[config.mk]
export PLATFORM = sky130hd
export DESIGN_NAME = conv_controller_flat
export DESIGN_NICKNAME = d
export VERILOG_FILES = /design/src/rtl/conv_controller_if.sv /design/src/rtl/conv_controller.sv /design/src/flat_wrapper.sv
export SDC_FILE = /design/constraint.sdc
export NUM_CORES = 1
export LEC_CHECK = 0
export CAP_MARGIN = 20
export CORE_AREA = 2 2 75 77
export DETAILED_ROUTE_END_ITERATION = 10
export DIE_AREA = 0 0 77 79
export GPL_TIMING_DRIVEN = 0
export HOLD_SLACK_MARGIN = 0.03
export PLACE_DENSITY = 0.89
export SETUP_SLACK_MARGIN = 0.5
export SYNTH_ARGS = -nofsm -noshare
export SYNTH_HDL_FRONTEND = slang
export SYNTH_SLANG_ARGS = --single-unit
[constraint.sdc]
create_clock -name clk -period 1.6 [get_ports clk]
set_input_delay 0.32 -clock clk [delete_from_list [all_inputs] [get_ports clk]]
set_output_delay 0.32 -clock clk [all_outputs]
set_load 0.05 [all_outputs]
[src/rtl/conv_controller_if.sv]
// Stream, datapath-strobe and result signals shared by conv_controller and its neighbours.
// Latency: none (signal bundle only).
// Backpressure: s_valid/s_ready on the pixel stream, res_valid/res_ready on the result stream.
//
// Modports:
//   master - the controller's view: consumes the pixel stream and res_ready, drives the
//            datapath strobes and the result stream.
//   slave  - the environment's view (pixel source, convolution datapath, result sink).
interface conv_controller_if #(
    parameter int DATA_WIDTH  = 16,
    parameter int CONV_OUTPUT = 32
);
    // pixel / kernel stream, one column of three rows per beat
    logic                   s_valid;
    logic                   s_ready;
    logic [DATA_WIDTH-1:0]  s_data0;
    logic [DATA_WIDTH-1:0]  s_data1;
    logic [DATA_WIDTH-1:0]  s_data2;

    // convolution datapath control
    logic [DATA_WIDTH-1:0]  conv_data0;
    logic [DATA_WIDTH-1:0]  conv_data1;
    logic [DATA_WIDTH-1:0]  conv_data2;
    logic                   conv_kernel_load;
    logic                   conv_valid_in;
    logic                   conv_valid_out;
    logic [CONV_OUTPUT-1:0] conv_result;

    // result stream
    logic                   res_valid;
    logic                   res_ready;
    logic [CONV_OUTPUT-1:0] res_data;
    logic                   res_last;

    modport master (
        input  s_valid, s_data0, s_data1, s_data2, conv_result, res_ready,
        output s_ready, conv_data0, conv_data1, conv_data2,
               conv_kernel_load, conv_valid_in, conv_valid_out,
               res_valid, res_data, res_last
    );

    modport slave (
        output s_valid, s_data0, s_data1, s_data2, conv_result, res_ready,
        input  s_ready, conv_data0, conv_data1, conv_data2,
               conv_kernel_load, conv_valid_in, conv_valid_out,
               res_valid, res_data, res_last
    );
endinterface

[src/rtl/conv_controller.sv]
// Sequences one band of a sliding-window convolution: kernel load, window fill, then one result per column.
// Latency: conv_valid_out 1 cycle after the window-completing beat, res_valid 2 cycles after it; >= 3 cycles/output.
// Backpressure: while res_ready=0 the result holds stable and s_ready stays 0; s_valid=0 freezes the FSM.
//
// Ports:
//   clk, rst     - single clock, asynchronous active-high reset
//   start        - begin a band (honoured in IDLE only)
//   busy, done   - busy outside IDLE; done is a one-cycle pulse at band end
//   bus (master) - pixel stream in, datapath strobes out, conv_result in, result stream out
module conv_controller #(
    parameter int DATA_WIDTH  = 16,
    parameter int KERNEL_SIZE = 3,
    parameter int IMG_WIDTH   = 32,
    parameter int CONV_OUTPUT = 32
) (
    input  logic              clk,
    input  logic              rst,
    input  logic              start,
    output logic              busy,
    output logic              done,
    conv_controller_if.master bus
);
    localparam int NUM_OUT = IMG_WIDTH - KERNEL_SIZE + 1;
    localparam int BEAT_W  = (KERNEL_SIZE > 1) ? $clog2(KERNEL_SIZE) : 1;
    localparam int OUT_W   = (NUM_OUT > 1) ? $clog2(NUM_OUT) : 1;

    if (IMG_WIDTH < KERNEL_SIZE) begin : g_bad_img_width
        $error("conv_controller: IMG_WIDTH must be >= KERNEL_SIZE");
    end
    if (DATA_WIDTH < 1) begin : g_bad_data_width
        $error("conv_controller: DATA_WIDTH must be >= 1");
    end

    typedef enum logic [2:0] {
        IDLE,
        LOAD_K,
        FILL,
        LATCH,
        OUT,
        SHIFT,
        DONE
    } state_t;

    state_t             state;
    state_t             next_state;
    logic [BEAT_W-1:0]  beat_cnt;
    logic [OUT_W-1:0]   out_cnt;

    logic s_rdy;
    logic accept;
    logic kernel_load;
    logic valid_out;
    logic res_vld;
    logic beat_last;
    logic out_last;

    assign beat_last = (beat_cnt == BEAT_W'(KERNEL_SIZE - 1));
    assign out_last  = (out_cnt == OUT_W'(NUM_OUT - 1));
    assign accept    = bus.s_valid & s_rdy;

    always_comb begin
        next_state  = state;
        s_rdy       = 1'b0;
        kernel_load = 1'b0;
        valid_out   = 1'b0;
        res_vld     = 1'b0;
        done        = 1'b0;
        case (state)
            IDLE: begin
                if (start) next_state = LOAD_K;
            end
            LOAD_K: begin
                s_rdy       = 1'b1;
                kernel_load = bus.s_valid;
                if (bus.s_valid && beat_last) next_state = FILL;
            end
            FILL: begin
                s_rdy = 1'b1;
                if (bus.s_valid && beat_last) next_state = LATCH;
            end
            LATCH: begin
                valid_out  = 1'b1;
                next_state = OUT;
            end
            OUT: begin
                res_vld = 1'b1;
                if (bus.res_ready) next_state = out_last ? DONE : SHIFT;
            end
            SHIFT: begin
                // one new column slides the window by one
                s_rdy = 1'b1;
                if (bus.s_valid) next_state = LATCH;
            end
            DONE: begin
                // start is not looked at here, so a start coincident with done is dropped
                done       = 1'b1;
                next_state = IDLE;
            end
            default: next_state = IDLE;
        endcase
    end

    always_ff @(posedge clk or posedge rst) begin
        if (rst) begin
            state    <= IDLE;
            beat_cnt <= '0;
            out_cnt  <= '0;
        end else begin
            state <= next_state;
            if (state == IDLE && start) begin
                beat_cnt <= '0;
                out_cnt  <= '0;
            end else begin
                // the beat counter is shared by LOAD_K and FILL and rewinds at each phase end
                if (accept && (state == LOAD_K || state == FILL))
                    beat_cnt <= beat_last ? '0 : beat_cnt + BEAT_W'(1);
                if (state == OUT && bus.res_ready)
                    out_cnt <= out_cnt + OUT_W'(1);
            end
        end
    end

    assign busy                 = (state != IDLE);
    assign bus.s_ready          = s_rdy;
    assign bus.conv_data0       = bus.s_data0;
    assign bus.conv_data1       = bus.s_data1;
    assign bus.conv_data2       = bus.s_data2;
    assign bus.conv_valid_in    = accept;
    assign bus.conv_kernel_load = kernel_load;
    assign bus.conv_valid_out   = valid_out;
    assign bus.res_valid        = res_vld;
    assign bus.res_last         = res_vld & out_last;
    // conv_result is registered in the datapath and only changes on conv_valid_out, so it is stable through OUT
    assign bus.res_data         = res_vld ? bus.conv_result : {CONV_OUTPUT{1'b0}};
endmodule

[src/flat_wrapper.sv]
// flat-port wrapper written by rule: the top's interface ports become plain ports
module conv_controller_flat 
#(
    parameter int DATA_WIDTH  = 16,
    parameter int KERNEL_SIZE = 3,
    parameter int IMG_WIDTH   = 32,
    parameter int CONV_OUTPUT = 32
)
  (clk, rst, start, busy, done, bus_s_valid, bus_s_data0, bus_s_data1, bus_s_data2, bus_conv_result, bus_res_ready, bus_s_ready, bus_conv_data0, bus_conv_data1, bus_conv_data2, bus_conv_kernel_load, bus_conv_valid_in, bus_conv_valid_out, bus_res_valid, bus_res_data, bus_res_last);
  conv_controller_if #(.DATA_WIDTH(DATA_WIDTH), .CONV_OUTPUT(CONV_OUTPUT)) bus_i ();
  input  logic clk;
  input  logic rst;
  input  logic start;
  output logic busy;
  output logic done;
  input wire logic [$bits(bus_i.s_valid)-1:0] bus_s_valid;
  input wire logic [$bits(bus_i.s_data0)-1:0] bus_s_data0;
  input wire logic [$bits(bus_i.s_data1)-1:0] bus_s_data1;
  input wire logic [$bits(bus_i.s_data2)-1:0] bus_s_data2;
  input wire logic [$bits(bus_i.conv_result)-1:0] bus_conv_result;
  input wire logic [$bits(bus_i.res_ready)-1:0] bus_res_ready;
  output wire logic [$bits(bus_i.s_ready)-1:0] bus_s_ready;
  output wire logic [$bits(bus_i.conv_data0)-1:0] bus_conv_data0;
  output wire logic [$bits(bus_i.conv_data1)-1:0] bus_conv_data1;
  output wire logic [$bits(bus_i.conv_data2)-1:0] bus_conv_data2;
  output wire logic [$bits(bus_i.conv_kernel_load)-1:0] bus_conv_kernel_load;
  output wire logic [$bits(bus_i.conv_valid_in)-1:0] bus_conv_valid_in;
  output wire logic [$bits(bus_i.conv_valid_out)-1:0] bus_conv_valid_out;
  output wire logic [$bits(bus_i.res_valid)-1:0] bus_res_valid;
  output wire logic [$bits(bus_i.res_data)-1:0] bus_res_data;
  output wire logic [$bits(bus_i.res_last)-1:0] bus_res_last;
  assign bus_i.s_valid = bus_s_valid;
  assign bus_i.s_data0 = bus_s_data0;
  assign bus_i.s_data1 = bus_s_data1;
  assign bus_i.s_data2 = bus_s_data2;
  assign bus_i.conv_result = bus_conv_result;
  assign bus_i.res_ready = bus_res_ready;
  assign bus_s_ready = bus_i.s_ready;
  assign bus_conv_data0 = bus_i.conv_data0;
  assign bus_conv_data1 = bus_i.conv_data1;
  assign bus_conv_data2 = bus_i.conv_data2;
  assign bus_conv_kernel_load = bus_i.conv_kernel_load;
  assign bus_conv_valid_in = bus_i.conv_valid_in;
  assign bus_conv_valid_out = bus_i.conv_valid_out;
  assign bus_res_valid = bus_i.res_valid;
  assign bus_res_data = bus_i.res_data;
  assign bus_res_last = bus_i.res_last;
  conv_controller #(.DATA_WIDTH(DATA_WIDTH), .KERNEL_SIZE(KERNEL_SIZE), .IMG_WIDTH(IMG_WIDTH), .CONV_OUTPUT(CONV_OUTPUT)) u_core (.clk(clk), .rst(rst), .start(start), .busy(busy), .done(done), .bus(bus_i));
endmodule
Yosys cells after proc, flatten, opt, wreduce, memory -nomap -nowiden

Index checks and enable logic that the tools add are counted.

Register bits after elaboration: 10

Bitwise gates (word level): 2
Mux-type cells: 18
Reduce and logical (&&, ||, !) cells: 11
Equality and inequality tests: 13
Add/subtract/negate cells: 2

Operators by type and width:

| operator                                       | number |
|---|---|
| 2-to-1 mux 32 bit                              | 1 |
| one-hot mux 3 bit (6 select lines)             | 1 |
| 2-to-1 mux 3 bit                               | 5 |
| 2-to-1 mux 5 bit                               | 2 |
| == test 3 bit (second input constant)          | 3 |
| 2-to-1 mux 2 bit                               | 4 |
| == test 3 x 2 -> 1 bit (second input constant) | 2 |
| != test 2 bit (second input constant)          | 3 |
| adder 5 x 1 -> 5 bit (second input constant)   | 1 |
| == test 5 bit (second input constant)          | 1 |
| 2-to-1 mux 1 bit                               | 5 |
| AND reduction 5 bit                            | 1 |
| logical AND 1 bit                              | 4 |
| != test 2 x 1 -> 1 bit (second input constant) | 2 |
| nonzero test 2 bit                             | 2 |
| == test 3 x 1 -> 1 bit (second input constant) | 1 |
| logical NOT 3 bit                              | 1 |
| nonzero test 3 bit                             | 1 |
| OR reduction 3 bit                             | 1 |
| adder 2 x 1 -> 2 bit (second input constant)   | 1 |
| AND 1 bit                                      | 2 |
| == test 2 bit (second input constant)          | 1 |
| logical OR 1 bit                               | 1 |

Logic depth before layout (Yosys ltp)

Word-level depth: 7
Mapped depth: 5

Least setup slack after synthesis

OpenSTA, ideal clock, no wires.

Path type: register to output
Start: register u_core.state[1]
End: output port bus_res_data[19]
Stages on the path, launching flop included: 5
Data arrival time: 1.886 ns
Slack: -0.606 ns
Data required time: 1.280 ns
Buffers on the path: 2
Cell sequence: dfrtp_1 -> buf_4 -> nor3b_2 -> clkbuf_1 -> and2_1

Longest elaborated chain between the ends: 3

RTL lines:

| item                   | line                   | RTL |
|---|---|---|
| from (decl)            | conv_controller.sv:44  | `state_t state;` |
| from (signal assigned) | conv_controller.sv:109 | `state <= next_state;` |
| == test 3 bit          | conv_controller.sv:68  | `case (state)` |
| 2-to-1 mux 1 bit       | conv_controller.sv:68  |  |
| net bus_res_valid      | flat_wrapper.sv:29     | `output wire logic [$bits(bus_i.res_valid)-1:0] bus_res_valid;` |
| 2-to-1 mux 32 bit      | conv_controller.sv:134 | `assign bus.res_data = res_vld ? bus.conv_result : {CONV_OUTPUT{1'b0}};` |
| to (decl)              | flat_wrapper.sv:30     | `output wire logic [$bits(bus_i.res_data)-1:0] bus_res_data;` |

The timed path passes the listed nets, and every way through them passes these cells.

Final worst setup path

Start: register u_core.state[1]
End: output port bus_res_data[3]

Longest elaborated chain between the ends: 3

RTL lines:

| item              | line |
|---|---|
| == test 3 bit     | conv_controller.sv:68 |
| 2-to-1 mux 1 bit  | conv_controller.sv:68 |
| 2-to-1 mux 32 bit | conv_controller.sv:134 |

No other way between the ends.

==> run summary <==
In this run, CTS created clock tree buffers numbering 3. By area the synthesized netlist is led by buf_4 (30%), dfrtp_1 (20%), and2_1 (18%). Overall power consumption after layout is estimated at 3.85 mW.

The Yosys warning count was 0. The area added between synthesis and finish was 171%; the async set-reset flop share out of synthesis was 100%. Once the floorplan was initialized, standard cells occupied 23.1% of the core. The final cell area excluding filler cells was 3340 µm².

Ratio of total power to cell area: 1150 nW/µm². The final route contains 1601 vias. When the netlist entered floorplanning its net count stood at 239. After synthesis, the largest area contributor takes up 29.9% of total cell area.

In this run the worst path has a maximum fanout of 7. Setup repair after global routing could not meet its margin everywhere. At the end of routability-driven placement, the weighted congestion stood at 0.789. The tools report the fmax as 0.539 GHz. The clock passes through at most 2 buffers. The standard cell area after detailed placement was 2730 µm².

Wire segments on met2 add up to 3340 µm in the final route. Wires add up to 6050 µm. By startpoint and endpoint, the worst setup path is classified as reg -> out. The number of pins with negative max-slew slack in the final report is 0.

The run gives 27 as the row count. The flow ran to the end, but the final reports show violations. STA classifies the critical path endpoint as an output port. The logs give -256 ps for the final worst slack and 388 for the final net count.

For the worst setup path, the data required time is 1280 ps. Across the run, the number of max-cap violations was 0. The length of the first detailed-routing pass in iterations is 4, and the number of hold-slack violations in the final timing report is 0. STA classifies the critical path startpoint as a register. Summed over all nets, wire length on met3 after detailed routing comes to 406 µm. The number of synthesized flops with an enable pin works out to 0.

The CTS sink count is 10. The biggest area contributor in the post-synthesis netlist is buf_4. The run gives 0 as the initial antenna violation count. For the worst-skew pair, the clock arrives at the later sink with an insertion delay of 240 ps.

The shortest clock period the worst path allows after layout is 1860 ps. The tools report the die area as 6080 µm². TritonCTS built the clock tree. Synthesis produced 152 cells.

Number of buffer cells added on primary ports: 124. In this run the worst hold path is classified as in -> async. Across the VDD grid, the largest voltage drop is 0.993 mV. Measured against its own limit, the worst slew margin works out to 74.7%.

The number of global-route vias before repair is 1662, and the global-route usage over all layers is 18.2%. Global route total overflow: 0. Core region area: 5340 µm². The I/O pin total is 173, and the maximum number of pins on one net before global-route repair is 11. In this run the mean area of a mapped cell was 8.10 µm². Cell chosen for the clock root: clkbuf_8. Cells with a size suffix above 1 make up 76.0% of the layout. In the synthesized netlist the dominant register cell turns out to be dfrtp_1. The slew at the pin closest to its max-slew limit works out to 380 ps.

The final reports fail on setup timing. From left edge to right edge, the die measures 77 µm. For this run, the register share of the synthesized area comes to 20.3%. The number of remaining DRC errors was 0. For the worst clock skew, the log shows 0.782 ps.

The number of hold buffers added after CTS was 0. The first global-routing pass estimated 8870 µm of wire. The top routing layer in use was met4. Across all hold checks on the routed design, the worst slack comes to 348 ps. The detailed router finished its first iteration with 32 violations.

The detail-routed via count per cell was 4.30; the worst endpoint data arrival time was 1540 ps. The netlist uses 36 different library cells. In this run the remaining antenna-violating nets after routing total 0.

The final critical path takes up 116% of the cycle. After clock tree synthesis, the clock-pin slew on the worst setup and hold paths is 50 ps. The logs give 1 for the maximum level of the CTS H-tree and 1230 µm² for the area of the mapped netlist.

The HPWL reported at the end of detailed placement is 4350 µm, and the count of inserted antenna diode cells is 0. The routed wirelength normalized by instance count was 16.3 µm; the number of setup violations in the final report was 40. The die is 79 µm tall. Summed over all cells, the static leakage comes to 1.53 nW. The flip-flop and latch count after synthesis is 10, and the detailed-route wire length on metal 1 is 2210 µm.
[cell type report]
type	instances	area [µm²]
multi-input cells	82	801
flip-flops and latches	10	251
inverters	6	25.0
clock buffers	4	55.1
fillers	411	2000
well taps	72	90.1
repair buffers	144	1660
plain buffers	54	458
[path summary, 6_finish.rpt]
check / cells past startpoint / slack [ps] / to / startpoint
worst max-delay path: 6 / -260 / bus_res_data[3] / u_core.state[1]
worst min-delay path: 2 / 350 / u_core.out_cnt[0] / rst
worst max register to register: 7 / 0 / u_core.out_cnt[4] / u_core.state[1]
worst min register to register: 2 / 590 / u_core.out_cnt[3] / u_core.out_cnt[3]
max in group asynchronous: 2 / 960 / u_core.state[0] / rst
min in group clk: 2 / 590 / u_core.out_cnt[3] / u_core.out_cnt[3]
[metrics by stage]
stage | std cells | util, % | setup slack [ps] | TNS, ps
finish | 372 | 62.6 | -256 | -8330
CTS | 368 | 61.1 | -267 | -8750
global route | 372 | 62.6 | -303 | -10280
detailed placement | 348 | 51.1 | -860 | -29600
global placement | 348 | 51.1 | -890 | -30010
floorplan | 152 | - | 48.0 | 0
[cells in the mapped netlist, drive strengths merged (2+ instances only)]
cell type / number
or3: 3
ha: 2
dfrtp: 10
o21ai: 5
inv: 6
a31o: 2
xnor2: 2
nor2b: 2
nor2: 3
nand2b: 2
and2: 35
a21oi: 5
clkbuf: 3
buf: 51
[per-layer routing]
layer,global-route usage (%),vias to the layer above
li1,-,747
met1,20.7,768
met2,35.2,79
met3,3.52,7
met4,3.57,0
met5,0,-
[placed cells by master, fill, tap and decap left out, drive strengths merged, types with 2 or more instances in the layout]
master         count
clkdlybuf4s50     35
dfrtp             10
or3                3
clkdlybuf4s15     47
a31o               2
clkbuf             9
and2              35
o21ai              5
ha                 2
nor2               3
nor2b              2
buf              110
nand2b             2
inv                6
a21oi              5
xnor2              2
[worst max-delay path, cell delays in order (launching register included)]
cell       delay [ps]
dfrtp_1           360
buf_6             130
nor3b_4           190
buf_6             170
clkbuf_16         140
and2_4            140
buf_8             140
[cell families (layout without fill, tap and decap cells)]
group	after synthesis	count (layout)	share of synthesized area, %
AND/OR/NAND/NOR	57	57	30.8
AO/OA/AOI/OAI	19	19	10.3
multiplexers	2	2	1.73
flip-flops	10	10	20.3
XOR/XNOR	2	2	1.42
adder cells (fa/ha/maj)	2	2	2.03
buffers and inverters	60	208	33.4
[report_power, final]
part           switching (mW)  leakage [nW]  total [mW]  internal (mW)
Combinational            1.61          1.37        3.10           1.49
Sequential             0.0887         0.132       0.423          0.335
Clock                   0.110        0.0288       0.327          0.217
Total                    1.81          1.53        3.85           2.04
[timing repair]
| action | 4_1_cts | 5_1_grt |
|---|---|---|
| endpoints found under the setup margin | 98 | 51 |
| gates resized for setup | 480 | 12 |
| setup buffers | 14 | 4 |
| gates cloned | 2 | 0 |
| pin swaps | 32 | 7 |
[sequential cells by signal (all words and copies together) (netlist names)]
name / cells
u_core.beat_cnt: 2
u_core.out_cnt: 5
u_core.state: 3
No activity file was read; power rests on OpenSTA's default activity.
